[config.mk]
export PLATFORM = sky130hd
export DESIGN_NAME = ycbcr_block_sequencer
export DESIGN_NICKNAME = d
export VERILOG_FILES = /design/src/rtl/ycbcr_pkg.sv /design/src/rtl/ycbcr_tag_pipe.sv /design/src/rtl/ycbcr_block_sequencer.sv
export SDC_FILE = /design/constraint.sdc
export NUM_CORES = 1
export LEC_CHECK = 0
export CORE_ASPECT_RATIO = 2
export CORE_MARGIN = 2
export CORE_UTILIZATION = 33
export CTS_BUF_LIST = sky130_fd_sc_hd__clkbuf_4 sky130_fd_sc_hd__clkbuf_8
export CTS_CLUSTER_DIAMETER = 80
export DETAILED_ROUTE_END_ITERATION = 10
export PLACE_DENSITY_LB_ADDON = 0.12
export SLEW_MARGIN = 15
export SYNTH_ARGS = -nofsm -noshare
export SYNTH_HDL_FRONTEND = slang
export SYNTH_SLANG_ARGS = --single-unit
[constraint.sdc]
create_clock -name clk -period 2.3 [get_ports clk]
set_input_delay 0.23 -clock clk [delete_from_list [all_inputs] [get_ports clk]]
set_output_delay 0.23 -clock clk [all_outputs]
set_load 0.03 [all_outputs]
[src/rtl/ycbcr_pkg.sv]
// Shared constants and state encoding for the YCbCr block sequencer.
package ycbcr_pkg;

  localparam int unsigned BLOCK_PIXELS_DEF = 64;
  localparam int unsigned ADDR_W           = $clog2(BLOCK_PIXELS_DEF);
  localparam int unsigned BLK_CNT_W        = 16;

  typedef enum logic [1:0] {
    IDLE      = 2'd0,
    FILL      = 2'd1,
    DRAIN     = 2'd2,
    WAIT_BANK = 2'd3
  } state_t;

endpackage

[src/rtl/ycbcr_tag_pipe.sv]
// Delay line carrying {valid, addr} alongside the converter so each result
// lands at the raster address of the pixel that produced it.
module ycbcr_tag_pipe #(
  parameter int unsigned DEPTH  = 1,
  parameter int unsigned ADDR_W = 6
) (
  input  logic              clk,
  input  logic              rst_n,
  input  logic              push,
  input  logic [ADDR_W-1:0] push_addr,
  output logic              tag_valid,
  output logic [ADDR_W-1:0] tag_addr,
  output logic              empty,
  output logic              final_tag
);

  // Stages ahead of the output stage; all-zero when DEPTH is 1.
  localparam logic [DEPTH-1:0] UPSTREAM_MASK = {DEPTH{1'b1}} >> 1;

  logic [DEPTH-1:0]             valid_q;
  logic [DEPTH-1:0][ADDR_W-1:0] addr_q;

  // Shift register; reset drops every in-flight tag.
  always_ff @(posedge clk or negedge rst_n) begin
    if (!rst_n) begin
      valid_q <= '0;
      addr_q  <= '0;
    end else begin
      valid_q[0] <= push;
      addr_q[0]  <= push_addr;
      for (int i = 1; i < int'(DEPTH); i++) begin
        valid_q[i] <= valid_q[i-1];
        addr_q[i]  <= addr_q[i-1];
      end
    end
  end

  assign tag_valid = valid_q[DEPTH-1];
  assign tag_addr  = addr_q[DEPTH-1];
  assign empty     = ~|valid_q;
  // Only the output stage holds a tag: this cycle's write is the last one.
  assign final_tag = valid_q[DEPTH-1] & ~|(valid_q & UPSTREAM_MASK);

endmodule

[src/rtl/ycbcr_block_sequencer.sv]
// Feeds RGB pixels to the external converter, writes results into a
// ping-pong block buffer and hands completed banks to the DCT stage.
module ycbcr_block_sequencer
  import ycbcr_pkg::*;
#(
  parameter int unsigned INPUT_WIDTH        = 8,
  parameter int unsigned FIXED_POINT_LENGTH = 32,
  parameter int unsigned BLOCK_PIXELS       = BLOCK_PIXELS_DEF,
  parameter int unsigned CONV_LATENCY       = 1
) (
  input  logic                             clk,
  input  logic                             rst_n,
  input  logic                             start,
  input  logic [BLK_CNT_W-1:0]             cfg_num_blocks,
  input  logic                             pix_valid,
  output logic                             pix_ready,
  input  logic [INPUT_WIDTH-1:0]           pix_r,
  input  logic [INPUT_WIDTH-1:0]           pix_g,
  input  logic [INPUT_WIDTH-1:0]           pix_b,
  output logic [INPUT_WIDTH-1:0]           conv_R,
  output logic [INPUT_WIDTH-1:0]           conv_G,
  output logic [INPUT_WIDTH-1:0]           conv_B,
  input  logic [FIXED_POINT_LENGTH-1:0]    conv_Y,
  input  logic [FIXED_POINT_LENGTH-1:0]    conv_Cb,
  input  logic [FIXED_POINT_LENGTH-1:0]    conv_Cr,
  output logic                             wr_en,
  output logic                             wr_bank,
  output logic [$clog2(BLOCK_PIXELS)-1:0]  wr_addr,
  output logic [FIXED_POINT_LENGTH-1:0]    wr_y,
  output logic [FIXED_POINT_LENGTH-1:0]    wr_cb,
  output logic [FIXED_POINT_LENGTH-1:0]    wr_cr,
  output logic                             blk_done,
  output logic                             blk_bank,
  input  logic                             bank_release,
  input  logic                             bank_release_id,
  output logic                             busy,
  output logic                             frame_done
);

  localparam int unsigned      AW       = $clog2(BLOCK_PIXELS);
  localparam logic [AW-1:0]    LAST_PIX = AW'(BLOCK_PIXELS - 1);

  state_t               state, state_nxt;
  logic [AW-1:0]        pix_cnt, pix_cnt_nxt;
  logic [BLK_CNT_W-1:0] blk_cnt, blk_cnt_nxt, blk_cnt_inc;
  logic [BLK_CNT_W-1:0] num_blocks, num_blocks_nxt;
  logic                 cur_bank, cur_bank_nxt;
  logic [1:0]           bank_full, bank_full_nxt, rel_mask, set_mask;
  logic                 blk_done_nxt, blk_bank_nxt, frame_done_nxt;
  logic                 accept, pipe_empty, pipe_final, drain_done, last_blk;

  // Converter input and buffer data are straight pass-throughs.
  assign conv_R = pix_r;
  assign conv_G = pix_g;
  assign conv_B = pix_b;
  assign wr_y   = conv_Y;
  assign wr_cb  = conv_Cb;
  assign wr_cr  = conv_Cr;

  assign pix_ready = (state == FILL);
  assign busy      = (state != IDLE);
  assign wr_bank   = cur_bank;
  assign accept    = pix_valid & pix_ready;

  ycbcr_tag_pipe #(
    .DEPTH  (CONV_LATENCY),
    .ADDR_W (AW)
  ) u_tag_pipe (
    .clk       (clk),
    .rst_n     (rst_n),
    .push      (accept),
    .push_addr (pix_cnt),
    .tag_valid (wr_en),
    .tag_addr  (wr_addr),
    .empty     (pipe_empty),
    .final_tag (pipe_final)
  );

  // Block is complete on the edge that retires its final write.
  assign drain_done  = (state == DRAIN) & (pipe_empty | pipe_final);
  assign blk_cnt_inc = blk_cnt + BLK_CNT_W'(1);
  assign last_blk    = (blk_cnt_inc == num_blocks);

  // Bank ownership: release clears, completion sets, set wins on collision.
  assign rel_mask      = bank_release ? 2'(2'b01 << bank_release_id) : 2'b00;
  assign set_mask      = drain_done ? 2'(2'b01 << cur_bank) : 2'b00;
  assign bank_full_nxt = (bank_full & ~rel_mask) | set_mask;

  // State register.
  always_ff @(posedge clk or negedge rst_n) begin
    if (!rst_n) state <= IDLE;
    else        state <= state_nxt;
  end

  // Next-state decode.
  always_comb begin
    state_nxt = state;
    case (state)
      IDLE:      if (start && (cfg_num_blocks != '0)) state_nxt = FILL;
      FILL:      if (accept && (pix_cnt == LAST_PIX)) state_nxt = DRAIN;
      DRAIN: begin
        if (drain_done) begin
          if (last_blk)                      state_nxt = IDLE;
          else if (bank_full_nxt[~cur_bank]) state_nxt = WAIT_BANK;
          else                               state_nxt = FILL;
        end
      end
      WAIT_BANK: if (!bank_full_nxt[cur_bank]) state_nxt = FILL;
      default:   state_nxt = IDLE;
    endcase
  end

  // Counter, bank and pulse updates for the current state.
  always_comb begin
    pix_cnt_nxt    = pix_cnt;
    blk_cnt_nxt    = blk_cnt;
    num_blocks_nxt = num_blocks;
    cur_bank_nxt   = cur_bank;
    blk_done_nxt   = 1'b0;
    blk_bank_nxt   = blk_bank;
    frame_done_nxt = 1'b0;
    case (state)
      IDLE: begin
        if (start) begin
          if (cfg_num_blocks != '0) begin
            num_blocks_nxt = cfg_num_blocks;
            blk_cnt_nxt    = '0;
            pix_cnt_nxt    = '0;
          end else begin
            frame_done_nxt = 1'b1;
          end
        end
      end
      FILL: begin
        if (accept) pix_cnt_nxt = (pix_cnt == LAST_PIX) ? '0 : pix_cnt + AW'(1);
      end
      DRAIN: begin
        if (drain_done) begin
          blk_done_nxt   = 1'b1;
          blk_bank_nxt   = cur_bank;
          cur_bank_nxt   = ~cur_bank;
          blk_cnt_nxt    = blk_cnt_inc;
          frame_done_nxt = last_blk;
        end
      end
      default: ;
    endcase
  end

  // Datapath registers.
  always_ff @(posedge clk or negedge rst_n) begin
    if (!rst_n) begin
      pix_cnt    <= '0;
      blk_cnt    <= '0;
      num_blocks <= '0;
      cur_bank   <= 1'b0;
      bank_full  <= 2'b00;
      blk_done   <= 1'b0;
      blk_bank   <= 1'b0;
      frame_done <= 1'b0;
    end else begin
      pix_cnt    <= pix_cnt_nxt;
      blk_cnt    <= blk_cnt_nxt;
      num_blocks <= num_blocks_nxt;
      cur_bank   <= cur_bank_nxt;
      bank_full  <= bank_full_nxt;
      blk_done   <= blk_done_nxt;
      blk_bank   <= blk_bank_nxt;
      frame_done <= frame_done_nxt;
    end
  end

endmodule

==> flow_summary_export.csv <==
group,metric,value,unit
sta,finalSetupTns,0,ps
setup_path,critical_path_class,"reg -> reg",
placed_design,dp_hpwl,8098,um
global_route,antenna_found_initial,0,
finish,fill_cells,1232,
setup_path,critPathMaxFanout,5,
setup_path,max_stage_delay,430,ps
floorplanning,dieHeight,156.2,um
finish,drive_above_1_share,17.12,%
yosys,synth_top_area_share,34.72,%
yosys,synth_flop_cell,"dfrtp_1",
placed_design,globalplace.congestion,0.8107,
yosys,netlist_top_cells_count,"buf_4, dfrtp_1, nand2_1, o21ai_1, mux2_1",
power_and_ir_drop,ir_worst_vdd,560.9,uV
placed_design,dp_slack,-51.56,ps
clock_tree,cts-root-buf,"clkbuf_8",
sta,period_share,95.13,%
yosys,syn_area_per_cell,9.031,um2
setup_path,worstSetupStartpointType,"flip-flop",
floorplanning,io-pin-count,275,
drt,first_iter_violations,89,
clock_tree,cts.sinks,53,
setup_path,slowest_stage,"dfrtp_1",
floorplanning,initial_utilization,33.85,%
power_and_ir_drop,p_leak,1.704,nW
yosys,yosysUniqueCellTypes,48,
setup_path,crit_chain,"buf_4 > nand4_1 > nor4_4 > buf_4 > xnor2_1 > nand3_2 > nor4_4 > o21bai_1",
yosys,synth_largest_area_cell,"dfrtp_1",
setup_path,cp.required,2540,ps
drt,vias,2672,
yosys,synth_seq_area_share,34.72,%
sta,finalCriticalPeriod,2188,ps
yosys,synth_most_common_cell,"buf_4",
finish,num_antenna_cells,0,
clock_tree,cts_tree,"done",
floorplanning,die-width,80.08,um
setup_path,cp-end-kind,"flip-flop",
hold_path,hp-class,"in -> async",
setup_path,critPathArrivalTime,2430,ps
yosys,yosysWarnings,0,
yosys,syn_nets,571,
drt,first_pass_iters,4,
clock_tree,insertion_delay,320,ps
yosys,synth-seq-cells,53,
sta,drv_slew,0,
global_route,overflow,0,
global_route,grt_max_degree,54,
sta,timing.fmax,0.4570,GHz
setup_path,critPathBufInv,2,
drt,wirelength,10380,um
clock_tree,cts_buffers,5,
sta,whs,414.5,ps
sta,finalSetupViolations,0,
clock_tree,path_clk_slew,110,ps
run_status,outcome,"complete, no violations",
yosys,synth-edff-count,0,
sta,slew_headroom,59.37,%
sta,fin_skew,15.86,ps
drt,viasPerCell,5.239,
sta,worst_pin_slew,609.4,ps
global_route,grt_pass1_vias,2893,
clock_tree,h-tree-depth,2,
job,drv_cap,0,
finish,nNetsFinal,515,
sta,hold_violations,0,
clock_tree,cts_buffer_depth,2,
placed_design,io_buffers,34,
yosys,syn_inst,423,
yosys,syn-cell-area,0.003820,mm2
floorplanning,num_rows,55,
floorplanning,core,0.01129,mm2
power_and_ir_drop,p_per_area,956.7,mW/mm2
drt,routedWlPerCell,20.36,um
yosys,synth_area_leaders,"dfrtp_1, buf_4, mux2_1",
finish,area_growth,0.8188,%
yosys,synthArstFlopShare,100.0,%
drt,drtAntennaViolNets,0,
sta,worst_slack,112.0,ps
setup_path,crit_family,"simple AND/OR/NAND/NOR gates",
global_route,grt_pass1_wl,15960,um
floorplanning,die_area,0.01250,mm2
global_route,track_usage,17.27,%
drt,drc,0,
[layout by cell type (no fill, tap or decap), types with 2 or more instances in the layout]
master | netlist | final
nor3_1 | 6 | 5
nor3b_1 | 3 | 3
nand2_1 | 35 | 35
nand4_1 | 5 | 5
xor2_1 | 11 | 11
o22ai_1 | 2 | 2
buf_4 | 120 | 35
clkbuf_8 | 0 | 5
mux2_1 | 16 | 16
a22o_1 | 6 | 6
o21ai_0 | 9 | 9
xnor2_1 | 6 | 6
nor4_1 | 10 | 6
ha_1 | 6 | 6
buf_12 | 0 | 2
dfrtp_1 | 53 | 50
o21ai_1 | 23 | 23
clkdlybuf4s50_1 | 0 | 33
or2_1 | 2 | 2
nor4_4 | 0 | 3
nor4_2 | 1 | 2
nand3_2 | 0 | 2
a21oi_1 | 6 | 6
nand2b_1 | 4 | 4
and3_1 | 7 | 6
or3_1 | 3 | 3
o21bai_1 | 3 | 3
nor2_1 | 14 | 14
and4_1 | 4 | 4
inv_1 | 12 | 12
nor2b_1 | 5 | 5
o31ai_1 | 5 | 5
and2_1 | 2 | 2
nand3_1 | 10 | 8
mux2i_1 | 2 | 2
o221ai_2 | 1 | 2
dfrtp_2 | 0 | 3
[metal layers]
metal  routed length, um  vias to the layer above  share of wire [%]  GRT usage [%]
li1                    -                     1222                  -              -
met5                   0                        -                  0              0
met1                3216                     1264                 31          15.49
met2                5428                       98                 52          29.96
met4                 830                        0                8.0          14.61
met3                 908                       88                8.7          5.787
[report_power, final]
group	internal, mW	leakage (nW)	total (mW)	switching (mW)
logic	0.726	0.977	1.66	0.936
clock network	0.221	0.0447	0.582	0.361
registers	1.20	0.683	1.44	0.236
[flip-flops by register name, indices dropped and copies added (netlist names)]
signal / count
num_blocks: 16
wr_bank: 1
frame_done: 1
u_tag_pipe.tag_addr: 6
state: 2
blk_done: 1
blk_bank: 1
pix_cnt: 6
bank_full: 2
blk_cnt: 16
u_tag_pipe.final_tag: 1
[path summary, 6_finish.rpt]
| kind | startpoint | end | slack, ps | cells after the start |
|---|---|---|---|---|
| max | blk_cnt[12] | frame_done | 110 | 8 |
| min | rst_n | pix_cnt[2] | 410 | 3 |
| max reg2reg | blk_cnt[12] | frame_done | 110 | 8 |
| min reg2reg | pix_cnt[1] | u_tag_pipe.tag_addr[1] | 480 | 0 |
| max in group asynchronous | rst_n | blk_cnt[8] | 1590 | 3 |
| min in group clk | pix_b[3] | conv_B[3] | 460 | 0 |
[metrics by stage]
stage / area (um2) / std cells / utilization (%) / power, mW
2_1_floorplan: 3820 / 423 / - / 2.782
3_3_place_gp: 3662 / 500 / 32.45 / 3.102
3_5_place_dp: 3662 / 500 / 32.45 / 3.100
4_1_cts: 3792 / 510 / 33.60 / 3.696
5_1_grt: 3851 / 510 / 34.12 / 3.960
6_report: 3851 / 510 / 34.12 / 3.684
[logic make-up after synthesis]
logic type      share of synthesized area [%]
flops                                   34.72
xor+xnor                                4.913
mux                                     5.241
buf+inv                                 26.56
simple gates                            15.53
fa+ha+maj                               1.965
compound gates                          11.07
[layout make-up]
cell class	instances	area [um2]	area share [%]
repair buffers	72	648.1	16.83
clock inverters	3	25.02	0.6498
multi-input cells	222	1553	40.32
inverters	13	48.80	1.267
clock buffers	5	68.82	1.787
flip-flops and latches	53	1330	34.54
well taps	142	177.7	4.613
[worst min-delay path, stage by stage]
cell and delay (ps):
dlygate4sd3_1 520, buf_2 120, buf_12 270
[timing repair]
action,CTS,global route
buffers inserted,1,0
hold endpoints to repair,53,0
setup endpoints to repair,3,3
gates resized for setup,3,12
pin swaps,1,4
hold buffers,1,0
Power figures use the tool's default switching activity.
